### config.mk
export PLATFORM = sky130hd
export DESIGN_NAME = zjh_scan_capture
export DESIGN_NICKNAME = d
export VERILOG_FILES = /design/src/rtl/zjh_scan_capture.sv
export SDC_FILE = /design/constraint.sdc
export NUM_CORES = 1
export LEC_CHECK = 0
export CAP_MARGIN = 20
export CORE_UTILIZATION = 56
export CTS_CLUSTER_DIAMETER = 50
export DETAILED_ROUTE_END_ITERATION = 10
export PLACE_DENSITY = 0.8
export SLEW_MARGIN = 10
export SYNTH_ARGS = -nofsm -noshare
export SYNTH_HDL_FRONTEND = slang
export SYNTH_SLANG_ARGS = --single-unit
### constraint.sdc
create_clock -name Clock -period 2.6 [get_ports Clock]
set_clock_uncertainty 0.15 [all_clocks]
set_input_delay 0.39 -clock Clock [delete_from_list [all_inputs] [get_ports Clock]]
set_output_delay 0.39 -clock Clock [all_outputs]
set_load 0.01 [all_outputs]
### src/rtl/zjh_scan_capture.sv
// Receive side of a multiplexed seven-segment scan bus: waits for each scan slot
// to settle, decodes the segment pattern back to hex and holds one value per digit.
module zjh_scan_capture #(
    parameter int unsigned SETTLE         = 4,
    parameter bit          SEG_ACTIVE_LOW = 1'b1,
    parameter int unsigned WATCHDOG       = 1024
) (
    input  logic       Clock,
    input  logic       Aclr,
    input  logic       Y1,
    input  logic       Y2,
    input  logic       Y3,
    input  logic       Y4,
    input  logic       a,
    input  logic       b,
    input  logic       c,
    input  logic       d,
    input  logic       e,
    input  logic       f,
    input  logic       g,
    output logic [3:0] digit0,
    output logic [3:0] digit1,
    output logic [3:0] digit2,
    output logic [3:0] digit3,
    output logic [3:0] dig_valid,
    output logic [3:0] blank,
    output logic       frame_done,
    output logic       seg_err,
    output logic       sel_err,
    output logic       stale
);

    localparam logic [7:0]  SETTLE_C  = 8'(SETTLE);
    localparam logic [15:0] WD_SAT    = 16'(WATCHDOG);
    localparam logic [15:0] WD_TRIP   = 16'(WATCHDOG - 1);

    logic [3:0]  in_sel;
    logic [6:0]  in_seg;
    logic [3:0]  s_sel;
    logic [6:0]  s_seg;
    logic        changed;
    logic [7:0]  cnt;
    logic        done;
    logic [15:0] wd;
    logic [3:0]  mask;
    logic [3:0]  dig_q [4];

    logic        fire;
    logic        one_hot;
    logic        multi;
    logic [1:0]  idx;
    logic [3:0]  idx_bit;
    logic [3:0]  seg_val;
    logic        seg_ok;
    logic        seg_blank;
    logic        cap_any;
    logic        cap_frame;
    logic        wd_trip;
    logic [3:0]  mask_next;

    // Selects are held active-high internally so the reset value means "no select".
    assign in_sel  = ~{Y4, Y3, Y2, Y1};
    assign in_seg  = SEG_ACTIVE_LOW ? ~{g, f, e, d, c, b, a} : {g, f, e, d, c, b, a};
    assign changed = ({in_sel, in_seg} != {s_sel, s_seg});

    assign digit0 = dig_q[0];
    assign digit1 = dig_q[1];
    assign digit2 = dig_q[2];
    assign digit3 = dig_q[3];

    always_comb begin
        seg_val   = '0;
        seg_ok    = 1'b0;
        seg_blank = 1'b0;
        case (s_seg)
            7'h3F: {seg_ok, seg_val} = 5'h10;
            7'h06: {seg_ok, seg_val} = 5'h11;
            7'h5B: {seg_ok, seg_val} = 5'h12;
            7'h4F: {seg_ok, seg_val} = 5'h13;
            7'h66: {seg_ok, seg_val} = 5'h14;
            7'h6D: {seg_ok, seg_val} = 5'h15;
            7'h7D: {seg_ok, seg_val} = 5'h16;
            7'h07: {seg_ok, seg_val} = 5'h17;
            7'h7F: {seg_ok, seg_val} = 5'h18;
            7'h6F: {seg_ok, seg_val} = 5'h19;
            7'h77: {seg_ok, seg_val} = 5'h1A;
            7'h7C: {seg_ok, seg_val} = 5'h1B;
            7'h39: {seg_ok, seg_val} = 5'h1C;
            7'h5E: {seg_ok, seg_val} = 5'h1D;
            7'h79: {seg_ok, seg_val} = 5'h1E;
            7'h71: {seg_ok, seg_val} = 5'h1F;
            7'h00: seg_blank = 1'b1;
            default: ;
        endcase
    end

    always_comb begin
        idx     = 2'd0;
        one_hot = 1'b1;
        case (s_sel)
            4'b0001: idx = 2'd0;
            4'b0010: idx = 2'd1;
            4'b0100: idx = 2'd2;
            4'b1000: idx = 2'd3;
            default: one_hot = 1'b0;
        endcase
        idx_bit = 4'b0001 << idx;
        multi   = !one_hot && (s_sel != 4'b0000);
    end

    // One capture per dwell: 'done' blocks re-firing until S changes.
    assign fire      = (cnt == SETTLE_C) && !done;
    assign cap_any   = fire && one_hot;
    assign cap_frame = cap_any && (seg_ok || seg_blank);
    assign wd_trip   = !cap_any && (wd == WD_TRIP);

    always_comb begin
        mask_next = mask;
        if (mask == 4'hF || wd_trip) begin
            mask_next = '0;
        end
        if (cap_frame) begin
            mask_next = mask_next | idx_bit;
        end
    end

    always_ff @(posedge Clock or negedge Aclr) begin
        if (!Aclr) begin
            s_sel      <= '0;
            s_seg      <= '0;
            cnt        <= '0;
            done       <= 1'b0;
            wd         <= '0;
            mask       <= '0;
            dig_q      <= '{default: '0};
            dig_valid  <= '0;
            blank      <= '0;
            frame_done <= 1'b0;
            seg_err    <= 1'b0;
            sel_err    <= 1'b0;
            stale      <= 1'b0;
        end else begin
            s_sel <= in_sel;
            s_seg <= in_seg;

            if (changed) begin
                cnt  <= 8'd1;
                done <= 1'b0;
            end else begin
                if (cnt != SETTLE_C) begin
                    cnt <= cnt + 8'd1;
                end
                if (fire) begin
                    done <= 1'b1;
                end
            end

            sel_err    <= fire && multi;
            seg_err    <= cap_any && !seg_ok && !seg_blank;
            frame_done <= (mask == 4'hF);
            mask       <= mask_next;

            if (cap_any) begin
                wd <= '0;
            end else if (wd != WD_SAT) begin
                wd <= wd + 16'd1;
            end

            if (wd_trip) begin
                dig_valid <= '0;
                stale     <= 1'b1;
            end else if (cap_any) begin
                dig_valid[idx] <= seg_ok;
                if (seg_ok) begin
                    dig_q[idx] <= seg_val;
                    blank[idx] <= 1'b0;
                end
                if (seg_blank) begin
                    blank[idx] <= 1'b1;
                end
                if (cap_frame) begin
                    stale <= 1'b0;
                end
            end
        end
    end

endmodule

==> results.md <==
- Status: complete, no violations
- Max-slew violations: 0
- Rows: 28
- Residual DRC count: 0
- Vias in the first global route: 2609
- Root buffer cell: clkbuf_8
- Rel. slew slack: 53.1%
- Distinct cells, synth: 53
- DIE WIDTH: 80.6 µm
- Max FO, Critical Path: 9
- Synth Warn #: 0
- R2R setup slack: 0.13 ns
- Hpwl dp: 5.24 mm
- Slew @ Worst Pin: 0.703 ns
- Clk slew on worst S/H paths: 0.08 ns
- Via count: 2699
- CTS sink count: 68
- Synthesis-stage register bit count: 68
- TritonCTS clock tree: done
- PD cells: 516 nW/µm²
- Die area: 6500 µm²
- Top Ports: 41
- Syn_nets: 356
- Ys flop type: dfrtp_1
- Final hold viol count: 0
- Max-cap violations: 0
- Synth top area share: 49.2%
- Reg2reg end: digit2[3]
- Comb pwr share: 6.4%
- RSZ-0062 raised after global routing: no
- Initial antenna violation count: 0
- Hold path depth: 1
- Largest area contributor in the netlist: dfrtp_1
- Core ar.: 5960 µm²
- Setup-failing EPs final: 0
- Switching pwr: 514 µW
- Routed Antenna Nets: 0
- Worst VDD drop: 337 µV
- LEAKAGE: 1.84 nW
- Setup CP Type: flip-flop to flip-flop
- Min-Delay Endpoint: mask[3]
- First-pass GRT wire length: 12.4 mm
- GRT Util Overall: 25.6%
- Worst r2r src: s_sel[0]
- Power share of the sequential group: 50.4%
- Max Clk Rate: 405 MHz
- Synth-to-Final Area Change: 20.6%
- CTS HTree Levels: 3
- Final period utilization: 94.9%
- Placed Area: 3940 µm²
- Min-delay src: mask[3]
- Nets@finish: 405
- Post-synth top cells: dfrtp_1, nor2_1, inv_1
- Vias per cell: 5.78
- Final GP Congestion: 0.924
- Total CTS buffers: 9
- Count leader, synth: dfrtp_1
- Clk pwr share: 43.2%
- Worst Path Required: 2.67 ns
- Crit path launch type: flip-flop
- Clk Latency, worst-skew pair: 0.36 ns
- Post-route minimum period: 2.47 ns
- Diode count: 0
- CP endpoint kind: flip-flop
- Final instance area: 4170 µm²
- Synthesized netlist cell count: 339
- Routed wire length: 7.62 mm
- Crit path DAT: 2.53 ns
- FF+latch area: 1700 µm²
- Largest net degree at the start of global routing: 40
- Layout cells sized above 1: 13.0%
- Mean Syn Cell Area: 10.2 µm²
- Asr flop ratio synth: 100%
- WL/cell: 16.3 µm
- Remaining Overflow, GRT: 0
- Synth Cell Area: 3460 µm²
- Area of the multi-input gates: 1540 µm²
- Starting Density: 58.1%
- Pint: 1.64 mW
- R2R cell count: 6
- Number of iterations in the first detailed-routing pass: 5
- Setup TNS: 0 ns
- Port bufs: 40
- Fill cell count: 468
- Sw Ratio: 23.9%
- Die Y: 80.6 µm
- Worst Hold Class: flip-flop to flip-flop
- Max Root-Sink Buffers: 2
- Top post-synthesis cells by area: dfrtp_1, xnor2_1, xor2_1
- DR iter-0 viols: 178
- Sequential fraction of the synthesis area: 49.2%
- Resize count post-CTS: 0
- Number of synthesized flops with an enable pin: 0
==> worst max-delay path, cell delays in order, from the launching register on <==
cell and delay, ns:
dfrtp_1 0.49, or4b_1 0.61, o311a_2 0.17, nor3_4 0.27
nand4b_2 0.26, o21ai_0 0.25, o21ai_0 0.13
==> worst max path at each step <==
| stage | end | cells after the start | slack (ns) | startpoint |
|---|---|---|---|---|
| 2_1_floorplan | mask[0] | 8 | 0.42 | cnt[0] |
| 3_3_place_gp | blank[2] | 6 | 0.25 | s_sel[0] |
| 3_5_place_dp | blank[3] | 6 | 0.19 | s_sel[3] |
| 4_1_cts | digit2[3] | 6 | 0.13 | s_sel[0] |
| 5_1_grt | blank[3] | 6 | 0.0008 | cnt[5] |
| 6_report | digit2[3] | 6 | 0.13 | s_sel[0] |
==> cells by family after synthesis <==
| family | after synthesis | synth area share, % |
|---|---|---|
| AOI/OAI and AO/OA | 63 | 13.8 |
| xor gates and xnor gates | 32 | 8.10 |
| adders and majority gates | 4 | 1.45 |
| buffers and inverters | 45 | 6.33 |
| DFF | 68 | 49.2 |
| muxes | 1 | 0.289 |
| and+or+nand+nor | 126 | 20.8 |
==> timing repair <==
item / CTS / global route
setup endpoints to repair: 0 / 2
hold buffers: 1 / 0
endpoints found under the hold margin: 29 / 0
setup buffers: 0 / 2
==> stage by stage <==
| stage | cells | hold slack, ns | total power [mW] | utilization [%] | setup WS (ns) |
|---|---|---|---|---|---|
| 2_1_floorplan | 339 | -0.0556 | 1.18 | - | 0.416 |
| 3_3_place_gp | 449 | 0.325 | 1.24 | 66.1 | 0.253 |
| 3_5_place_dp | 449 | 0.331 | 1.24 | 66.1 | 0.187 |
| 4_1_cts | 465 | 0.359 | 2.16 | 69.8 | 0.134 |
| 5_1_grt | 467 | 0.385 | 2.22 | 70.1 | 0.000785 |
| 6_report | 467 | 0.359 | 2.16 | 70.1 | 0.132 |
==> metal layers <==
metal / up-vias / track usage (%) / wire length [µm]
li1: 1279 / - / -
met1: 1331 / 34.4 / 3470
met2: 70 / 40.6 / 3670
met3: 19 / 4.20 / 298
met4: 0 / 11.6 / 184
met5: - / 0 / 0
==> layout make-up <==
cell class,count,share of cell area [%]
Clock buffer,12,3.96
Clock inverter,3,1.08
Inverter,28,2.52
Multi-Input combinational cell,226,36.9
Sequential cell,68,40.8
Tap cell,75,2.25
Timing Repair Buffer,55,12.5
==> layout by cell type, fill, tap and decap left out, drive strengths merged, types with 3 or more instances in the layout <==
cell / n
and4: 3
and3: 6
o22ai: 5
o21ai: 16
a21oi: 16
xor2: 16
xnor2: 16
or4: 3
nand4b: 5
a31o: 4
buf: 15
inv: 28
nor3: 8
nor4: 5
nand2b: 5
clkbuf: 12
a2bb2oi: 8
clkdlybuf4s50: 39
ha: 4
and4b: 3
nand2: 17
dfrtp: 68
a22o: 4
nor2: 36
nand3: 15
nand4: 7
or3: 5
==> sequential cells by signal, summed over array words and instances, names as in the netlist, named ones only <==
| name | cells |
|---|---|
| cnt | 8 |
| blank | 3 |
| digit1 | 4 |
| dig_valid | 4 |
| wd | 16 |
| s_seg | 7 |
| digit2 | 4 |
| digit0 | 4 |
| stale | 1 |
| seg_err | 1 |
| digit3 | 4 |
| s_sel | 4 |
| sel_err | 1 |
| frame_done | 1 |
| done | 1 |
| mask | 4 |
==> power by group through the flow <==
stage | combinational [mW] | sequential (mW) | clock [mW]
after floorplan | 0.0869 | 1.09 | 0
after global placement | 0.134 | 1.11 | 0
after detailed placement | 0.136 | 1.11 | 0
after CTS | 0.138 | 1.09 | 0.933
after global routing | 0.151 | 1.09 | 0.979
final | 0.137 | 1.09 | 0.932
Note: power is estimated with default switching activity, not from simulation.
